File: src/rtl/wb_commit_tracer_if.sv
// Bus bundle between the WB stage, the trace consumer and the commit tracer.
// The WB stage drives the commit fields. The consumer drains the trace through the rd_* port.
//
// Read handshake (valid/ready):
//   - An entry transfers on every rising edge where rd_valid && rd_ready.
//   - rd_valid never depends on rd_ready.
//   - While rd_valid=1 and rd_ready=0, rd_data holds its value, except when a wrap-mode overwrite
//     replaces the oldest entry.
//   - The consumer may hold rd_ready high at any time.
interface wb_commit_tracer_if #(
  parameter int DATA_W = 32,
  parameter int ADDR_W = 5
);
  logic                       WB_RegWrite_signal;
  logic [ADDR_W-1:0]          WB_write_register;
  logic [DATA_W-1:0]          WB_write_data;
  logic [2:0]                 WB_exception_signal;
  logic                       rd_valid;
  logic                       rd_ready;
  logic [3+ADDR_W+DATA_W-1:0] rd_data;

  modport master (
    output WB_RegWrite_signal, WB_write_register, WB_write_data, WB_exception_signal, rd_ready,
    input  rd_valid, rd_data
  );

  modport slave (
    input  WB_RegWrite_signal, WB_write_register, WB_write_data, WB_exception_signal, rd_ready,
    output rd_valid, rd_data
  );
endinterface

File: src/rtl/wb_commit_tracer.sv
// Write-back commit tracer: captures WB register commits and exceptions into a
// circular buffer, shadows one watched register, and exposes a FWFT read port.
module wb_commit_tracer #(
  parameter int DATA_W = 32,
  parameter int ADDR_W = 5,
  parameter int PTR_W  = 4
) (
  input  logic                SYS_clk,
  input  logic                SYS_reset,
  wb_commit_tracer_if.slave   bus,
  input  logic                trc_enable,
  input  logic                trc_mode,
  input  logic [ADDR_W-1:0]   watch_reg_add,
  output logic [DATA_W-1:0]   watch_reg_data,
  output logic                watch_hit,
  output logic [PTR_W:0]      trc_count,
  output logic                trc_overflow,
  output logic                trc_frozen,
  output logic [1:0]          state_dbg
);
  localparam int ENT_W = 3 + ADDR_W + DATA_W;
  localparam int DEPTH = 1 << PTR_W;
  localparam logic [PTR_W:0] DEPTH_CNT = {1'b1, {PTR_W{1'b0}}};

  typedef enum logic [1:0] {IDLE = 2'd0, RUN = 2'd1, FROZEN = 2'd2} state_t;

  state_t           state, state_nxt;
  logic [ENT_W-1:0] mem [DEPTH];
  logic [PTR_W-1:0] wr_ptr, rd_ptr;
  logic             capture, push, pop, full;
  logic             mem_we, adv_wr, adv_rd, cnt_inc, cnt_dec, set_ovf;
  logic [ENT_W-1:0] entry;

  assign entry   = {bus.WB_exception_signal, bus.WB_write_register, bus.WB_write_data};
  assign capture = (state == RUN) &&
                   ((bus.WB_RegWrite_signal && (bus.WB_write_register != '0)) ||
                    (bus.WB_exception_signal != 3'b000));
  assign push    = capture;
  assign pop     = (trc_count != '0) && bus.rd_ready;
  assign full    = (trc_count == DEPTH_CNT);

  assign bus.rd_valid = (trc_count != '0);
  assign bus.rd_data  = bus.rd_valid ? mem[rd_ptr] : '0;
  assign trc_frozen   = (state == FROZEN);
  assign state_dbg    = state;

  // FSM state register
  always_ff @(posedge SYS_clk) begin
    if (SYS_reset) state <= IDLE;
    else           state <= state_nxt;
  end

  // FSM next state; disabling takes priority over freezing
  always_comb begin
    state_nxt = state;
    case (state)
      IDLE:    if (trc_enable) state_nxt = RUN;
      RUN: begin
        if (!trc_enable)                                        state_nxt = IDLE;
        else if (capture && (bus.WB_exception_signal != 3'b000)) state_nxt = FROZEN;
      end
      FROZEN:  if (!trc_enable) state_nxt = IDLE;
      default: state_nxt = IDLE;
    endcase
  end

  // Buffer control: decide writes, pointer moves, count change and overflow
  always_comb begin
    mem_we  = 1'b0;
    adv_wr  = 1'b0;
    adv_rd  = 1'b0;
    cnt_inc = 1'b0;
    cnt_dec = 1'b0;
    set_ovf = 1'b0;
    if (push && pop) begin
      // Slot being freed is refilled in the same cycle, so nothing is lost even when full
      mem_we = 1'b1;
      adv_wr = 1'b1;
      adv_rd = 1'b1;
    end else if (push) begin
      if (!full) begin
        mem_we  = 1'b1;
        adv_wr  = 1'b1;
        cnt_inc = 1'b1;
      end else if (!trc_mode) begin
        // Wrap: write over the oldest entry (wr_ptr == rd_ptr when full)
        mem_we  = 1'b1;
        adv_wr  = 1'b1;
        adv_rd  = 1'b1;
        set_ovf = 1'b1;
      end else begin
        set_ovf = 1'b1;
      end
    end else if (pop) begin
      adv_rd  = 1'b1;
      cnt_dec = 1'b1;
    end
  end

  // Pointers, count and sticky overflow
  always_ff @(posedge SYS_clk) begin
    if (SYS_reset) begin
      wr_ptr       <= '0;
      rd_ptr       <= '0;
      trc_count    <= '0;
      trc_overflow <= 1'b0;
    end else begin
      if (adv_wr)  wr_ptr    <= wr_ptr + 1'b1;
      if (adv_rd)  rd_ptr    <= rd_ptr + 1'b1;
      if (cnt_inc) trc_count <= trc_count + 1'b1;
      if (cnt_dec) trc_count <= trc_count - 1'b1;
      if (set_ovf) trc_overflow <= 1'b1;
    end
  end

  // Trace storage; contents are don't-care until written since rd_data is gated by rd_valid
  always_ff @(posedge SYS_clk) begin
    if (mem_we) mem[wr_ptr] <= entry;
  end

  // Watched-register shadow, active in every state
  always_ff @(posedge SYS_clk) begin
    if (SYS_reset) begin
      watch_reg_data <= '0;
      watch_hit      <= 1'b0;
    end else if (bus.WB_RegWrite_signal && (bus.WB_write_register == watch_reg_add) &&
                 (watch_reg_add != '0)) begin
      watch_reg_data <= bus.WB_write_data;
      watch_hit      <= 1'b1;
    end else begin
      watch_hit      <= 1'b0;
    end
  end
endmodule

File: src/flat_wrapper.sv
// flat-port wrapper written by rule: the top's interface ports become plain ports
module wb_commit_tracer_flat 
#(
  parameter int DATA_W = 32,
  parameter int ADDR_W = 5,
  parameter int PTR_W  = 4
)
  (SYS_clk, SYS_reset, trc_enable, trc_mode, watch_reg_add, watch_reg_data, watch_hit, trc_count, trc_overflow, trc_frozen, state_dbg, bus_WB_RegWrite_signal, bus_WB_write_register, bus_WB_write_data, bus_WB_exception_signal, bus_rd_ready, bus_rd_valid, bus_rd_data);
  wb_commit_tracer_if #(.DATA_W(DATA_W), .ADDR_W(ADDR_W)) bus_i ();
  input  logic SYS_clk;
  input  logic SYS_reset;
  input  logic trc_enable;
  input  logic trc_mode;
  input  logic [ADDR_W-1:0] watch_reg_add;
  output logic [DATA_W-1:0] watch_reg_data;
  output logic watch_hit;
  output logic [PTR_W:0] trc_count;
  output logic trc_overflow;
  output logic trc_frozen;
  output logic [1:0] state_dbg;
  input wire logic [$bits(bus_i.WB_RegWrite_signal)-1:0] bus_WB_RegWrite_signal;
  input wire logic [$bits(bus_i.WB_write_register)-1:0] bus_WB_write_register;
  input wire logic [$bits(bus_i.WB_write_data)-1:0] bus_WB_write_data;
  input wire logic [$bits(bus_i.WB_exception_signal)-1:0] bus_WB_exception_signal;
  input wire logic [$bits(bus_i.rd_ready)-1:0] bus_rd_ready;
  output wire logic [$bits(bus_i.rd_valid)-1:0] bus_rd_valid;
  output wire logic [$bits(bus_i.rd_data)-1:0] bus_rd_data;
  assign bus_i.WB_RegWrite_signal = bus_WB_RegWrite_signal;
  assign bus_i.WB_write_register = bus_WB_write_register;
  assign bus_i.WB_write_data = bus_WB_write_data;
  assign bus_i.WB_exception_signal = bus_WB_exception_signal;
  assign bus_i.rd_ready = bus_rd_ready;
  assign bus_rd_valid = bus_i.rd_valid;
  assign bus_rd_data = bus_i.rd_data;
  wb_commit_tracer #(.DATA_W(DATA_W), .ADDR_W(ADDR_W), .PTR_W(PTR_W)) u_core (.SYS_clk(SYS_clk), .SYS_reset(SYS_reset), .bus(bus_i), .trc_enable(trc_enable), .trc_mode(trc_mode), .watch_reg_add(watch_reg_add), .watch_reg_data(watch_reg_data), .watch_hit(watch_hit), .trc_count(trc_count), .trc_overflow(trc_overflow), .trc_frozen(trc_frozen), .state_dbg(state_dbg));
endmodule
File: config.mk
export PLATFORM = sky130hd
export DESIGN_NAME = wb_commit_tracer_flat
export DESIGN_NICKNAME = d
export VERILOG_FILES = /design/src/rtl/wb_commit_tracer_if.sv /design/src/rtl/wb_commit_tracer.sv /design/src/flat_wrapper.sv
export SDC_FILE = /design/constraint.sdc
export NUM_CORES = 1
export LEC_CHECK = 0
export CAP_MARGIN = 30
export CORE_MARGIN = 5
export CORE_UTILIZATION = 44
export CTS_BUF_LIST = sky130_fd_sc_hd__clkbuf_4
export CTS_CLUSTER_SIZE = 8
export DETAILED_ROUTE_END_ITERATION = 10
export GPL_TIMING_DRIVEN = 0
export PLACE_DENSITY_LB_ADDON = 0.05
export SYNTH_ARGS = -nofsm -noshare
export SYNTH_HDL_FRONTEND = slang
export SYNTH_SLANG_ARGS = --single-unit
export TNS_END_PERCENT = 100
File: constraint.sdc
create_clock -name SYS_clk -period 8.6 [get_ports SYS_clk]
set_clock_uncertainty 0.05 [all_clocks]
set_input_delay 0.86 -clock SYS_clk [delete_from_list [all_inputs] [get_ports SYS_clk]]
set_output_delay 0.86 -clock SYS_clk [all_outputs]
set_load 0.1 [all_outputs]
# After elaboration in Yosys (flattened, before gate mapping)

Memory sizes are Yosys's and may differ from the RTL's. A register that Yosys moved wholly into a read port is not among the register bits.
Index checks and enable logic that the tools add are counted.

Reduce and logical (&&, ||, !) cells: 15
$add $sub $neg: 4
Equality and inequality tests: 7
Multiplexer cells: 29

Operators by type and width:

| operator                                         | number |
|---|---|
| 2-to-1 mux 40 bit                                | 1 |
| 2-to-1 mux 1 bit                                 | 19 |
| nonzero test 5 bit                               | 3 |
| 2-to-1 mux 5 bit                                 | 2 |
| adder 4 x 1 -> 4 bit, second input constant      | 2 |
| 2-to-1 mux 2 bit                                 | 4 |
| 2-to-1 mux 4 bit                                 | 2 |
| logical AND 1 bit                                | 7 |
| case mux 2 bit (3 select lines)                  | 1 |
| adder 5 x 1 -> 5 bit, second input constant      | 1 |
| == test 5 bit                                    | 1 |
| == test 5 bit, second input constant             | 1 |
| subtractor 5 x 1 -> 5 bit, second input constant | 1 |
| inequality test 2 bit, second input constant     | 2 |
| inequality test 3 bit, second input constant     | 1 |
| AND reduction 3 bit                              | 1 |
| nonzero test 3 bit                               | 1 |
| == test 2 x 1 -> 1 bit, second input constant    | 1 |
| == test 2 bit, second input constant             | 1 |
| zero test 2 bit                                  | 1 |
| nonzero test 2 bit                               | 1 |
| logical OR 1 bit                                 | 1 |

Input bits: 51
Output and inout port bits: 83
Memory bits (writable): 640
Memories kept: 1
Flip-flop bits (word level): 49

Memories:

| memory     | depth | bits a word | rd ports | clocked after memory_dff | wr ports | line                   | source |
|---|---|---|---|---|---|---|---|
| u_core.mem | 16    | 40          | 1        | 1                        | 1        | wb_commit_tracer.sv:28 | `logic [ENT_W-1:0] mem [DEPTH];` |

# Logic depth before layout (Yosys ltp)

Depth after elaboration: 8
Gate-level depth with buffers: 11
Depth with buffers taken out: 10

# Worst setup path after synthesis

Ideal clock, no wire load.

Path kind: register -> register
Start point: register u_core.state[0] (netlist: u_core.state_dbg[0])
End point: memory u_core.mem[0][0] in the netlist's numbering (enable)
Arrival time: 4944 ps
Buffers on the path: 1
Stages on the path, launching flop included: 7
Clock period less this slack: 5481 ps
Setup slack: 3119 ps
Cell sequence: dfxtp_1 nor2b_1 nand2_1 clkbuf_1 a21boi_1 nand2_1 nor3_1

Longest elaborated chain between the ends: 6

RTL lines:

| item                                                  | line                                           | source |
|---|---|---|
| from (decl)                                           | wb_commit_tracer.sv:27                         | `state_t state, state_nxt;` |
| from (signal assigned)                                | wb_commit_tracer.sv:50                         | `else state <= state_nxt;` |
| == test 2 x 1 -> 1 bit *                              | wb_commit_tracer.sv:35                         | `assign capture = (state == RUN) &&` |
| logical AND 1 bit *                                   | wb_commit_tracer.sv:35                         |  |
| 2-to-1 mux 1 bit or logical AND 1 bit (tied branches) | wb_commit_tracer.sv:80, wb_commit_tracer.sv:75 |  |
| 2-to-1 mux 1 bit *                                    | wb_commit_tracer.sv:75                         | `if (push && pop) begin` |
| 2-to-1 mux 1 bit *                                    | wb_commit_tracer.sv:118                        | `if (mem_we) mem[wr_ptr] <= entry;` |
| 2-to-1 mux 1 bit (implied by the code) *              | wb_commit_tracer.sv:118                        |  |
| to (decl)                                             | wb_commit_tracer.sv:28                         |  |

Mark *: on every way between the ends. The rest lies on a longest branch, timed or not.

==> results.yml <==
run_status:
  outcome: "completed"
grt:
  grtUsageTotal_pct: 21.05
  antenna_found_initial: 7
  grt_use_met2_pct: 33.84
  use_met1_pct: 27.71
  use_met3_pct: 6.215
  grt_max_degree: 22
  grt_pass1_vias: 14550
  gr-total-overflow: 0
  grt-busiest-layer: "met2"
  grt_pass1_wl_mm: 99.03
clocking:
  cts.repair.resized: 0
  clockBufferDepth: 3
  clock-sinks: 693
  cts_max_level: 4
  cts_buffers: 180
  worstSkewPairLatency_ns: 1.00
  clkTransAtPathRegs_ns: 0.06
  postCtsSetupBuffers: 0
  ctsHoldBuffers: 0
  tritoncts: "built"
  root_buffer: "clkbuf_4"
synthesis:
  synthArstFlopShare_pct: 0
  seq_area_frac_synth_pct: 76.18
  netlist_area_sq_um: 26620
  synth_most_common_cell: "edfxtp_1"
  yosys_warnings: 0
  synth.area.mux_share_pct: 18.28
  synthXorXnorAreaFrac_pct: 0.2632
  synth_cell_type_count: 47
  avgSynthCellArea_sq_um: 22.41
  ys_ff_latch: 693
  syn_nets: 1246
  synth_top_family_by_area: "multiplexers"
  synth_top_area_share_pct: 72.20
  yosysTopAreaCell: "edfxtp_1"
  synth-edff-count: 640
  synth_ff_type: "edfxtp_1"
  synthTopCellsByArea: "edfxtp_1, mux4_2, dfxtp_1, mux2i_1, and2_1"
  synth_cells: 1188
  synth_commonest_cells: "edfxtp_1, mux4_2, nor2_1"
  synth_compound_area_share_pct: 1.034
  synthAdderAreaFrac_pct: 0.3290
  synthSimpleGateAreaFrac_pct: 2.698
final_layout:
  nFillCells: 4866
  fin_cells: 2482
  area_delta_synth_final_pct: 21.49
  final_nets: 1614
  layout-drive-gt1-share_pct: 35.58
sta:
  layout_min_cycle_time_ns: 5.955
  slew_headroom_pct: 31.89
  period_share_pct: 69.24
  tightest_slew_ns: 1.018
  hold_viol_final: 0
  max_freq_mhz: 167.9
  final_max_slew_viol_count: 0
  report.final.setup_viol: 0
  grt_setup_unrepaired: "no"
routing:
  drt-vias-per-instance: 5.512
  drt_first_pass_iters: 5
  avgRoutedWirePerCell_um: 27.49
  first_iter_violations: 1180
  ant_nets: 0
  drcViolationCount: 0
  vias: 13680
  drt_wl_total_mm: 68.22
pwr:
  p_int_mw: 6.535
  power_per_cell_area_nw_per_um2: 317.1
  p_sw_mw: 3.720
  clkPwrFrac_pct: 28.3
  pwr-share-seq_pct: 36.8
  p_leak_nw: 10.25
  switching_share_pct: 36.28
  total_power_mw: 10.25
  comb_power_share_pct: 34.9
  ir_drop_v: 0.0002303
floorplanning:
  start_util_pct: 44.27
  die_area_sq_um: 65520
  ios: 134
  die_h_um: 256.0
  fp-row-count: 90
  die_width_um: 256.0
  coreArea_sq_um: 60130
setup_path:
  critPathTopFamily: "buffers and inverters"
  critical_path_class: "register to output port"
  slowest_stage: "clkdlybuf4s50_1"
  path_cells: "clkbuf_1 > clkbuf_1 > clkbuf_1 > mux4_2 > mux4_2 > and2_1 > clkdlybuf4s50_1"
  critPathRequiredTime_ns: 7.69
  cp_num_buf_inv: 4
  crit_top_cell: "clkbuf_1"
  cp_max_fo: 10
  slowest_delay_ns: 0.97
  crit_arrival_ns: 5.04
  endpoint_kind: "output port"
  startpoint_type: "register"
placed_design:
  placed_cells: 2156
  gp_routability_congestion: 0.7434
  numPortBuffers: 133
  dp_hpwl_mm: 42.26
hold_path:
  min_path_type: "register to register"
flow_run:
  cap_violations: 0
-- tightest hold or removal path, delay by kind of cell (launching register included) --
| family | cells | cell delay (ns) |
|---|---|---|
| flip-flops | 1 | 0.32 |
| multiplexers | 1 | 0.07 |
| AND/OR/NAND/NOR | 1 | 0.07 |
-- cell usage in the layout (no fill, tap or decap), drive strengths merged, types with 3 or more instances in the layout --
cell and n:
edfxtp 640, bufinv 3, clkdlybuf4s50 133, nand3 6, a211oi 4, and2 40
clkinv 16, dfxtp 53, inv 11, nand2b 4, buf 86, o21ai 6
clkbuf 322, nor2 54, nand2 8, a21boi 4, ha 7, xnor2 5
nor3 14, xor2 3, nor2b 5, mux4 200, diode 8, a2111oi 3
a21oi 6, mux2i 34
-- cell type report --
| type | instances | area (sq um) | area share (%) |
|---|---|---|---|
| multi-input cells | 427 | 6137 | 18.98 |
| clock inverters | 25 | 176.4 | 0.5455 |
| well taps | 782 | 978.4 | 3.025 |
| diodes | 8 | 20.02 | 0.06190 |
| clock buffers | 293 | 2200 | 6.802 |
| flip-flops and latches | 693 | 20280 | 62.71 |
| plain buffers | 62 | 299.0 | 0.9247 |
| repair buffers | 186 | 2227 | 6.887 |
| inverters | 6 | 22.52 | 0.06964 |
-- worst paths after layout --
| kind | start | to | slack (ns) | depth (start not counted) |
|---|---|---|---|---|
| worst min register to register | u_core.watch_reg_data[5] | u_core.watch_reg_data[5] | 0.44 | 2 |
| worst max-delay path | register | bus_rd_data[37] | 2.65 | 7 |
| worst min-delay path | u_core.watch_reg_data[5] | u_core.watch_reg_data[5] | 0.44 | 2 |
| worst max register to register | u_core.state_dbg[0] | u_core.mem[2][35] | 4.66 | 9 |
-- kinds of logic after synthesis --
family | Yosys count
AO/OA/AOI/OAI | 37
XOR/XNOR | 8
adder cells (fa/ha/maj) | 7
buffers and inverters | 68
flip-flops | 693
multiplexers | 236
AND/OR/NAND/NOR | 139
-- power groups by stage --
stage	registers, mW	logic, mW	clock network [mW]
after floorplan	3.93	2.52	0
after global placement	3.85	3.56	0
after detailed placement	3.84	3.64	0
after CTS	3.77	3.64	2.99
after global routing	3.77	3.75	3.19
final	3.77	3.58	2.90
-- sequential cells by signal (all words and copies together), names as in the netlist, named ones only --
| register | flops |
|---|---|
| u_core.trc_count | 5 |
| u_core.state_dbg | 2 |
| u_core.watch_reg_data | 32 |
| u_core.trc_overflow | 1 |
| u_core.mem | 640 |
| u_core.rd_ptr | 4 |
| u_core.watch_hit | 1 |
| u_core.wr_ptr | 4 |
-- per-stage QoR --
stage / area, sq um / setup TNS, ns / hold slack [ns] / setup slack, ns / util, %
finish: 32340 / 0 / 0.4436 / 2.645 / 53.78
detailed placement: 29940 / 0 / 0.4316 / 3.617 / 49.80
global placement: 28930 / -333.85 / 0.4215 / -2.273 / 48.11
floorplan: 26620 / 0 / 0.4250 / 3.119 / -
global route: 32340 / 0 / 0.4642 / 2.415 / 53.78
CTS: 32320 / 0 / 0.4477 / 2.532 / 53.75
-- metal layers --
layer | up-vias | wire length, um
li1 | 5867 | -
met1 | 7182 | 28270
met2 | 509 | 33560
met3 | 118 | 4853
met4 | 6 | 1508
met5 | - | 32
Note: power is estimated with default switching activity, not from simulation.
